### src/rtl/ft_pkg.sv
// ft_pkg: shared types and default constants for the write-back alignment stage.
package ft_pkg;

    localparam int DEF_ADDR_WIDTH = 5;
    localparam int DEF_DATA_WIDTH = 32;
    localparam int DEF_DEPTH      = 4;
    localparam int DEF_TIMEOUT    = 8;

    typedef enum logic [2:0] {IDLE, WAIT_A, WAIT_B, PAIR, FAULT} aligner_state_t;

    typedef struct packed {
        logic [DEF_ADDR_WIDTH-1:0] addr;
        logic [DEF_DATA_WIDTH-1:0] data;
    } wb_entry_t;

    function automatic aligner_state_t occ_state(input logic has_a, input logic has_b);
        return has_a ? (has_b ? PAIR : WAIT_B) : (has_b ? WAIT_A : IDLE);
    endfunction

endpackage

### src/rtl/wb_fifo.sv
// wb_fifo: synchronous FIFO with wrap-bit pointers, flush and occupancy count.
module wb_fifo #(
    parameter int WIDTH = 37,
    parameter int DEPTH = 4,
    localparam int PW = $clog2(DEPTH)
) (
    input  logic             clk,
    input  logic             rst_n,
    input  logic             flush,
    input  logic             push,
    input  logic             pop,
    input  logic [WIDTH-1:0] din,
    output logic [WIDTH-1:0] dout,
    output logic             full,
    output logic             empty,
    output logic [PW:0]      count
);

    localparam logic [PW:0] ONE = 1;

    logic [PW:0]      wptr, rptr;
    logic [WIDTH-1:0] mem [DEPTH];

    always_ff @(posedge clk) begin
        if (!rst_n || flush) begin
            wptr <= '0;
            rptr <= '0;
        end else begin
            if (push) wptr <= wptr + ONE;
            if (pop)  rptr <= rptr + ONE;
        end
    end

    // A push on a full FIFO is only issued alongside a pop, so the slot is free by the edge.
    always_ff @(posedge clk) begin
        if (push) mem[wptr[PW-1:0]] <= din;
    end

    assign dout  = mem[rptr[PW-1:0]];
    assign empty = wptr == rptr;
    assign full  = (wptr[PW] != rptr[PW]) && (wptr[PW-1:0] == rptr[PW-1:0]);
    assign count = wptr - rptr;

endmodule

### src/rtl/wb_aligner.sv
// wb_aligner: pairs core A/B register write-backs for the lockstep comparator,
// absorbing bounded skew and flagging timeout or overflow faults.
module wb_aligner
    import ft_pkg::*;
#(
    parameter int ADDR_WIDTH = DEF_ADDR_WIDTH,
    parameter int DATA_WIDTH = DEF_DATA_WIDTH,
    parameter int DEPTH      = DEF_DEPTH,
    parameter int TIMEOUT    = DEF_TIMEOUT
) (
    input  logic                  clk_i,
    input  logic                  rst_n,
    input  logic                  we_a_i,
    input  logic [ADDR_WIDTH-1:0] addr_a_i,
    input  logic [DATA_WIDTH-1:0] data_a_i,
    input  logic                  we_b_i,
    input  logic [ADDR_WIDTH-1:0] addr_b_i,
    input  logic [DATA_WIDTH-1:0] data_b_i,
    input  logic                  flush_i,
    output logic                  we_a_o,
    output logic                  we_b_o,
    output logic [ADDR_WIDTH-1:0] addr_a_o,
    output logic [ADDR_WIDTH-1:0] addr_b_o,
    output logic [DATA_WIDTH-1:0] data_a_o,
    output logic [DATA_WIDTH-1:0] data_b_o,
    output logic                  timeout_o,
    output logic                  overflow_o,
    output logic                  fault_o
);

    localparam int EW = ADDR_WIDTH + DATA_WIDTH;
    localparam int CW = $clog2(DEPTH) + 1;
    localparam int SW = $clog2(TIMEOUT + 1);

    aligner_state_t state, state_next;
    logic [CW-1:0]  count_a, count_b, next_a, next_b;
    logic [EW-1:0]  head_a, head_b;
    logic [SW-1:0]  skew, skew_next;
    logic           full_a, full_b, empty_a, empty_b;
    logic           pop, push_a, push_b, ovf, hit, flt, waiting;

    wb_fifo #(.WIDTH(EW), .DEPTH(DEPTH)) fifo_a (
        .clk(clk_i), .rst_n(rst_n), .flush(flush_i), .push(push_a), .pop(pop),
        .din({addr_a_i, data_a_i}), .dout(head_a), .full(full_a), .empty(empty_a), .count(count_a)
    );

    wb_fifo #(.WIDTH(EW), .DEPTH(DEPTH)) fifo_b (
        .clk(clk_i), .rst_n(rst_n), .flush(flush_i), .push(push_b), .pop(pop),
        .din({addr_b_i, data_b_i}), .dout(head_b), .full(full_b), .empty(empty_b), .count(count_b)
    );

    assign flt     = state == FAULT;
    assign waiting = state == WAIT_A || state == WAIT_B;
    assign pop     = !empty_a && !empty_b && !flt && !flush_i;
    assign push_a  = we_a_i && !flt && !flush_i && (!full_a || pop);
    assign push_b  = we_b_i && !flt && !flush_i && (!full_b || pop);
    assign ovf     = !flt && !flush_i && !pop && ((we_a_i && full_a) || (we_b_i && full_b));
    assign hit     = waiting && !flush_i && skew == SW'(TIMEOUT - 1);
    assign fault_o = flt;

    // Occupancy after this edge, so the registered state tracks the FIFOs it describes.
    always_comb begin
        next_a     = count_a + CW'(push_a) - CW'(pop);
        next_b     = count_b + CW'(push_b) - CW'(pop);
        state_next = flush_i ? IDLE : (flt || hit || ovf) ? FAULT : occ_state(next_a != '0, next_b != '0);
        skew_next  = flush_i ? '0 : waiting ? skew + SW'(1) : flt ? skew : '0;
    end

    always_ff @(posedge clk_i) begin
        if (!rst_n) state <= IDLE;
        else        state <= state_next;
    end

    always_ff @(posedge clk_i) begin
        if (!rst_n) begin
            skew       <= '0;
            timeout_o  <= 1'b0;
            overflow_o <= 1'b0;
            we_a_o     <= 1'b0;
            we_b_o     <= 1'b0;
            addr_a_o   <= '0;
            addr_b_o   <= '0;
            data_a_o   <= '0;
            data_b_o   <= '0;
        end else begin
            skew       <= skew_next;
            timeout_o  <= hit;
            overflow_o <= !flush_i && (overflow_o || ovf);
            we_a_o     <= pop;
            we_b_o     <= pop;
            addr_a_o   <= pop ? head_a[EW-1:DATA_WIDTH] : '0;
            addr_b_o   <= pop ? head_b[EW-1:DATA_WIDTH] : '0;
            data_a_o   <= pop ? head_a[DATA_WIDTH-1:0] : '0;
            data_b_o   <= pop ? head_b[DATA_WIDTH-1:0] : '0;
        end
    end

endmodule

### config.mk
export PLATFORM = sky130hd
export DESIGN_NAME = wb_aligner
export DESIGN_NICKNAME = d
export VERILOG_FILES = /design/src/rtl/ft_pkg.sv /design/src/rtl/wb_fifo.sv /design/src/rtl/wb_aligner.sv
export SDC_FILE = /design/constraint.sdc
export NUM_CORES = 1
export LEC_CHECK = 0
export ABC_AREA = 1
export CORE_ASPECT_RATIO = 0.5
export CORE_MARGIN = 2
export CORE_UTILIZATION = 60
export CTS_BUF_LIST = sky130_fd_sc_hd__clkbuf_16
export DETAILED_ROUTE_END_ITERATION = 10
export GPL_TIMING_DRIVEN = 0
export PLACE_DENSITY = 0.84
export SKIP_LAST_GASP = 1
export SYNTH_ARGS = -nofsm -noshare
export SYNTH_HDL_FRONTEND = slang
export SYNTH_SLANG_ARGS = --single-unit
### constraint.sdc
create_clock -name clk_i -period 5.2 [get_ports clk_i]
set_input_delay 0.52 -clock clk_i [delete_from_list [all_inputs] [get_ports clk_i]]
set_output_delay 0.52 -clock clk_i [all_outputs]
set_load 0.02 [all_outputs]
==> flow_summary.yaml, run 1 <==
die:
  core-area_um2: 23130
  number_of_ports_placed_on_the_die_boundary: 158
  floorplan.initialDensity_pct: 62.03
  die_y_um: 113.3
  fp.dieArea_um2: 25240
  num_rows: 39
  die_w_um: 222.7
global_routing:
  globalRouteOverflowTotal: 0
  grt.total_usage_pct: 26.31
  grt_start_max_net_pins: 25
  antenna_violations_before_repair: 2
  first_global_vias: 9534
  grt_first_pass_wirelength_um: 50690
synthesis:
  mapped_area_um2: 14350
  synth.ff_latch_count: 392
  synth_warnings: 0
  synth_edf_count: 296
  syn_area_per_cell_um2: 12.50
  yosys.cell_types.count: 27
  synth_top_flop_cell: "sky130_fd_sc_hd__edfxtp_1"
  yosysSeqAreaShare_pct: 75.35
  ys_async_sr_fraction_pct: 0
  post_synth_inst_count: 1148
  synthesis.nets: 1246
cts:
  cts_made_buffers: 31
  cts.reportedPaths.clkPinSlew_ns: 0.07
  clkSinkCount: 392
  clk-insertion-delay-late_ns: 0.58
  clockBufferDepth: 3
  number_of_levels_the_h_tree_was_split_into: 1
  cts_setup_buffers: 0
  clk_root_buffer_cell: "sky130_fd_sc_hd__clkbuf_16"
  cts.repair.resized: 0
  cts_tree: "built"
  ctsHoldBuffers: 0
sta:
  timing.setup.tns_ns: 0
  fin_crit_share_pct: 59.90
  worst-slew-pin-transition_ns: 0.7146
  unrepaired_setup_endpoints_after_global_routing: "no"
  final-hold-violation-count: 0
  drv_slew: 0
  setup_viol: 0
  clock_skew_ns: 0.01824
  worst_slew_margin_rel_pct: 52.25
  period_needed_ns: 3.115
  fmax_ghz: 0.3211
critical_path:
  cp-startpoint: "fifo_a.rptr[0]"
  setup.worst_path.end_class: "flop"
  worstPathCellList: "inv_2, clkbuf_1, clkbuf_1, fa_1, inv_1, fa_1, inv_1, ha_1, nor2_1, o21ai_0, a21oi_1, nor2_1"
  r2r_setup_slack_ns: 2.09
  timing.critical_path.to: "state[1]"
  cpMaxStageDelayCell: "sky130_fd_sc_hd__clkbuf_1"
  r2r_end: "state[1]"
  worst-path-buf-inv: 5
  timing.reg2reg.worst_path_depth: 12
  worstPathMaxFanout: 10
  worst-endpoint-required_ns: 5.66
  startpoint_type: "flop"
  critical_path_depth: 12
  critical-path-top-delay-family: "buffers and inverters"
  worst-endpoint-arrival_ns: 3.57
  critPathKind: "reg2reg"
  regToRegStartpoint: "fifo_a.rptr[0]"
  cp_max_stage_delay_ns: 0.51
route:
  drt-total-wl_um: 33290
  detail_route.drc_violations: 0
  routed_vias: 9514
  detailedRoute.firstPassIterationCount: 5
  via_per_instance_ratio: 5.670
  detail_route_antenna_nets: 0
  initialDrtViolationCount: 986
  wire_per_inst_um: 19.84
placed_design:
  placedCellCount: 1620
  postPlaceCellArea_um2: 16540
  dp.final_hpwl_um: 20670
  routabilityCongestion: 0.7982
  io_buffer_count: 157
power:
  leakage_dissipation_uw: 0.006174
  power.ir.vdd_worst_v: 0.0002267
  power_density_nw_per_um2: 336.9
cells_and_area:
  layout.nets: 1444
  sequential_cell_area_um2: 10810
  area_added_between_synthesis_and_finish_pct: 21.95
  multi_input_comb_area_um2: 3177
  postLayoutCellArea_um2: 17500
  fill_cells: 1407
  instances_no_fill: 1678
  final_layout_size_suffix_gt1_share_pct: 6.861
hold_path:
  hp-class: "reg2reg"
flow_run:
  cap_violations: 0
run_status:
  outcome: "finished, final reports clean"
power by group:
part           total [uW]  internal [uW]  leakage [uW]  switching, uW
logic                 206           88.8       0.00222            117
clock network        2270           1210      0.000493           1070
registers            3420           3400       0.00346           12.8
synth_stat cells (all sizes together) (3+ instances only):
master  count  area [um^2]
nor2      326         1229
edfxtp    296         8889
o21ai     156        780.8
dfxtp      96         1922
a21oi      92        498.0
nand2      45        168.9
inv        37        138.9
buf        31        175.2
clkbuf     27        101.4
ha         15        187.7
nand3       9        67.57
xor2        5        43.79
fa          4        80.08
o21bai      3        22.52
registers in the layout (all words and copies together) (netlist names):
name and flops:
fifo_a.rptr 3, fifo_b.rptr 3, skew 4, addr_a_o 5, fifo_a.mem 148, fifo_b.mem 148
overflow_o 1, fifo_b.wptr 3, data_a_o 32, state 3, addr_b_o 5, fifo_a.wptr 3
timeout_o 1, we_b_o 1, data_b_o 32
cell type report:
type	instances	share of cell area, %
timing repair buffer	165	9.984
buffer	58	1.580
tap	307	2.196
antenna	1	0.01430
sequential	392	61.79
multi-input combinational	660	18.16
clock inverter	25	0.8868
inverter	38	0.8153
clock buffer	32	4.577
through the flow:
step                      setup WS [ns]  util, %  hold slack (ns)  power, uW
final                             2.085    75.64           0.4716       5895
after global routing              1.931    75.64           0.5054       6044
after CTS                         2.107    75.63           0.4762       5896
after detailed placement          2.000    71.50           0.4568       3687
after global placement           0.3735    70.48           0.4506       3668
after floorplan                   2.201        -           0.4627       3563
cell usage in the layout, fill, tap and decap left out, drive strengths merged:
cell type and instances:
edfxtp 296, nor2 326, nand3 9, bufinv 2
inv 44, clkbuf 59, a21oi 92, nor3 1
xnor2 2, dfxtp 96, clkdlybuf4s50 157, clkinv 16
clkinvlp 1, xor2 5, nand4 1, diode 1
o21bai 3, fa 4, o21ai 156, buf 39
nand2 45, ha 15, o211a 1
logic make-up (layout without fill, tap and decap cells):
family | Yosys count | count (layout) | share of synthesized area, %
simple gates | 382 | 382 | 10.29
xor+xnor | 7 | 7 | 0.4274
compound gates | 252 | 252 | 9.140
fa+ha+maj | 19 | 19 | 1.866
other cells | 0 | 1 | 0
buf+inv | 96 | 318 | 2.922
flops | 392 | 392 | 75.35
layer usage:
metal	GRT usage [%]	vias up	routed length [um]
li1	-	4380	-
met1	34.67	4630	13030
met2	45.44	434	16950
met3	4.285	70	2436
met4	8.725	0	875
met5	0	-	0
worst min path at each step:
stage | startpoint | endpoint | slack [ns] | cells past startpoint
CTS | overflow_o | overflow_o | 0.48 | 2
global placement | overflow_o | overflow_o | 0.45 | 2
finish | overflow_o | overflow_o | 0.47 | 2
detailed placement | overflow_o | overflow_o | 0.46 | 2
floorplan | skew[1] | skew[1] | 0.46 | 2
global route | overflow_o | overflow_o | 0.51 | 2
worst reg2reg max path, stage by stage, from the launching register on:
cell and delay (ns):
sky130_fd_sc_hd__dfxtp_1 0.37, sky130_fd_sc_hd__inv_2 0.11, sky130_fd_sc_hd__clkbuf_1 0.38, sky130_fd_sc_hd__clkbuf_1 0.51, sky130_fd_sc_hd__fa_1 0.29, sky130_fd_sc_hd__inv_1 0.06, sky130_fd_sc_hd__fa_1 0.47, sky130_fd_sc_hd__inv_1 0.04
sky130_fd_sc_hd__ha_1 0.29, sky130_fd_sc_hd__nor2_1 0.13, sky130_fd_sc_hd__o21ai_0 0.13, sky130_fd_sc_hd__a21oi_1 0.17, sky130_fd_sc_hd__nor2_1 0.06
(Power assumes the default switching activity.)
==> inputs of run 2 (changes only) <==
- CORE_UTILIZATION: 60 -> 50
- PLACE_DENSITY: 0.84 -> 0.75
- clock period: 5.2 -> 2.8 ns (I/O delays scaled with it)
==> flow_summary.yaml, run 2 (synthesized netlist as in run 1, its figures left out) <==
route:
  wire_per_inst_um: 18.64
  routed_vias: 9278
  detail_route_antenna_nets: 0
  detail_route.drc_violations: 0
  detailedRoute.firstPassIterationCount: 5
  via_per_instance_ratio: 5.263
  initialDrtViolationCount: 854
  drt-total-wl_um: 32860
critical_path:
  worst-endpoint-arrival_ns: 3.12
  worstPathCellList: "inv_1, nand2_1, nand2_1, nand3_2, nand3_4, fa_2, inv_1, fa_1, inv_1, ha_1, nor2_1, o21ai_0, a21oi_1, nor2_1"
  worstPathMaxFanout: 5
  setup.worst_path.end_class: "flop"
  worst-endpoint-required_ns: 3.22
  critPathKind: "reg2reg"
  worst-path-buf-inv: 3
  startpoint_type: "flop"
  cpMostUsedCell: "sky130_fd_sc_hd__inv_1"
  cp_max_stage_delay_ns: 0.40
  cpMaxStageDelayCell: "sky130_fd_sc_hd__fa_1"
  critical-path-top-delay-family: "adder cells"
die:
  core-area_um2: 27980
  num_rows: 43
  die_w_um: 243.6
  fp.dieArea_um2: 30150
  die_y_um: 123.8
  floorplan.initialDensity_pct: 51.28
  number_of_ports_placed_on_the_die_boundary: 158
global_routing:
  globalRouteOverflowTotal: 0
  grt.total_usage_pct: 21.74
  first_global_vias: 9282
  grt_first_pass_wirelength_um: 50000
  grt_start_max_net_pins: 28
  antenna_violations_before_repair: 3
hold_path:
  hp-class: "in2reg"
sta:
  fmax_ghz: 0.3713
  timing.setup.tns_ns: 0
  final-hold-violation-count: 0
  hold_ws_ns: 0.3822
  setup_slack_ns: 0.1070
  unrepaired_setup_endpoints_after_global_routing: "yes"
  fin_crit_share_pct: 96.18
  worst_slew_margin_rel_pct: 42.38
  drv_slew: 0
  clock_skew_ns: 0.01864
  worst-slew-pin-transition_ns: 0.8622
  period_needed_ns: 2.693
  setup_viol: 0
cts:
  clk-insertion-delay-late_ns: 0.53
  clkSinkCount: 392
  cts_made_buffers: 35
  cts.reportedPaths.clkPinSlew_ns: 0.07
  number_of_levels_the_h_tree_was_split_into: 2
  cts_tree: "built"
  clk_root_buffer_cell: "sky130_fd_sc_hd__clkbuf_16"
  clockBufferDepth: 3
cells_and_area:
  final_layout_size_suffix_gt1_share_pct: 8.913
  utilization_pct: 63.71
  layout.cells.most_common_list: "sky130_fd_sc_hd__nor2_1, sky130_fd_sc_hd__edfxtp_1, sky130_fd_sc_hd__clkdlybuf4s50_1"
  area_added_between_synthesis_and_finish_pct: 24.25
  layout.nets: 1452
  instances_no_fill: 1763
  most_frequent_standard_cell_in_the_layout_excluding_fill_and_tap_cells: "sky130_fd_sc_hd__nor2_1"
placed_design:
  preCtsSetupSlack_ns: -0.3144
  placedCellCount: 1695
  dp.final_hpwl_um: 20870
  io_buffer_count: 157
  routabilityCongestion: 0.8292
flow_run:
  cap_violations: 0
power:
  leakage_dissipation_uw: 0.006299
  power_density_nw_per_um2: 636.8
  power.ir.vdd_worst_v: 0.0003546
run_status:
  outcome: "finished, final reports clean"
==> run 2: changes by cell type in the layout (fill, tap and decap cells not counted), sizes merged <==
cell      previous run  this run
buf                 39        44
clkbuf              59        63
clkinv              16        17
clkinvlp             1         0
inv                 44        45
==> run 2: repair_timing <==
item                       CTS  global route
resized for setup            5            15
hold buffers                 0             0
pin swaps                    1             3
setup buffers                2             3
setup endpoints to repair    2            34
hold endpoints to repair     0             0
==> run 2: worst paths after layout <==
check                                    start                to  slack (ns)  cells past startpoint
worst max-delay path            fifo_a.wptr[1]          state[1]        0.11                     14
worst max register to register  fifo_a.wptr[1]          state[1]        0.11                     14
worst min register to register      overflow_o        overflow_o        0.47                      2
worst min-delay path               data_a_i[9]  fifo_a.mem[2][9]        0.38                      1
==> run 2: power breakdown <==
part	switching [uW]	total (uW)	internal, uW
combinational	215	384	169
clock	2040	4620	2580
sequential	22.5	6350	6320
==> run 2: area by class of cell <==
type	instances	area (um^2)
plain buffers	57	281.5
diodes	1	2.502
flip-flops and latches	392	10820
clock buffers	37	925.9
clock inverters	26	165.2
repair buffers	170	1807
well taps	382	478.0
multi-input cells	660	3201
inverters	38	142.6
fillers	2032	10150
==> run 2: routing by layer <==
layer	vias to the layer above	part of all wire, %	track usage, %
met2	315	51	38.91
li1	4392	-	-
met4	4	2.2	6.898
met1	4509	41	27.46
met3	58	5.5	3.771
met5	-	0.076	0
==> run 2: through the flow <==
stage / area (um^2) / total power (uW)
after global routing: 17820 / 11690
after detailed placement: 16650 / 6851
after floorplan: 14350 / 6616
final: 17820 / 11350
after global placement: 16400 / 6816
after CTS: 17760 / 11400
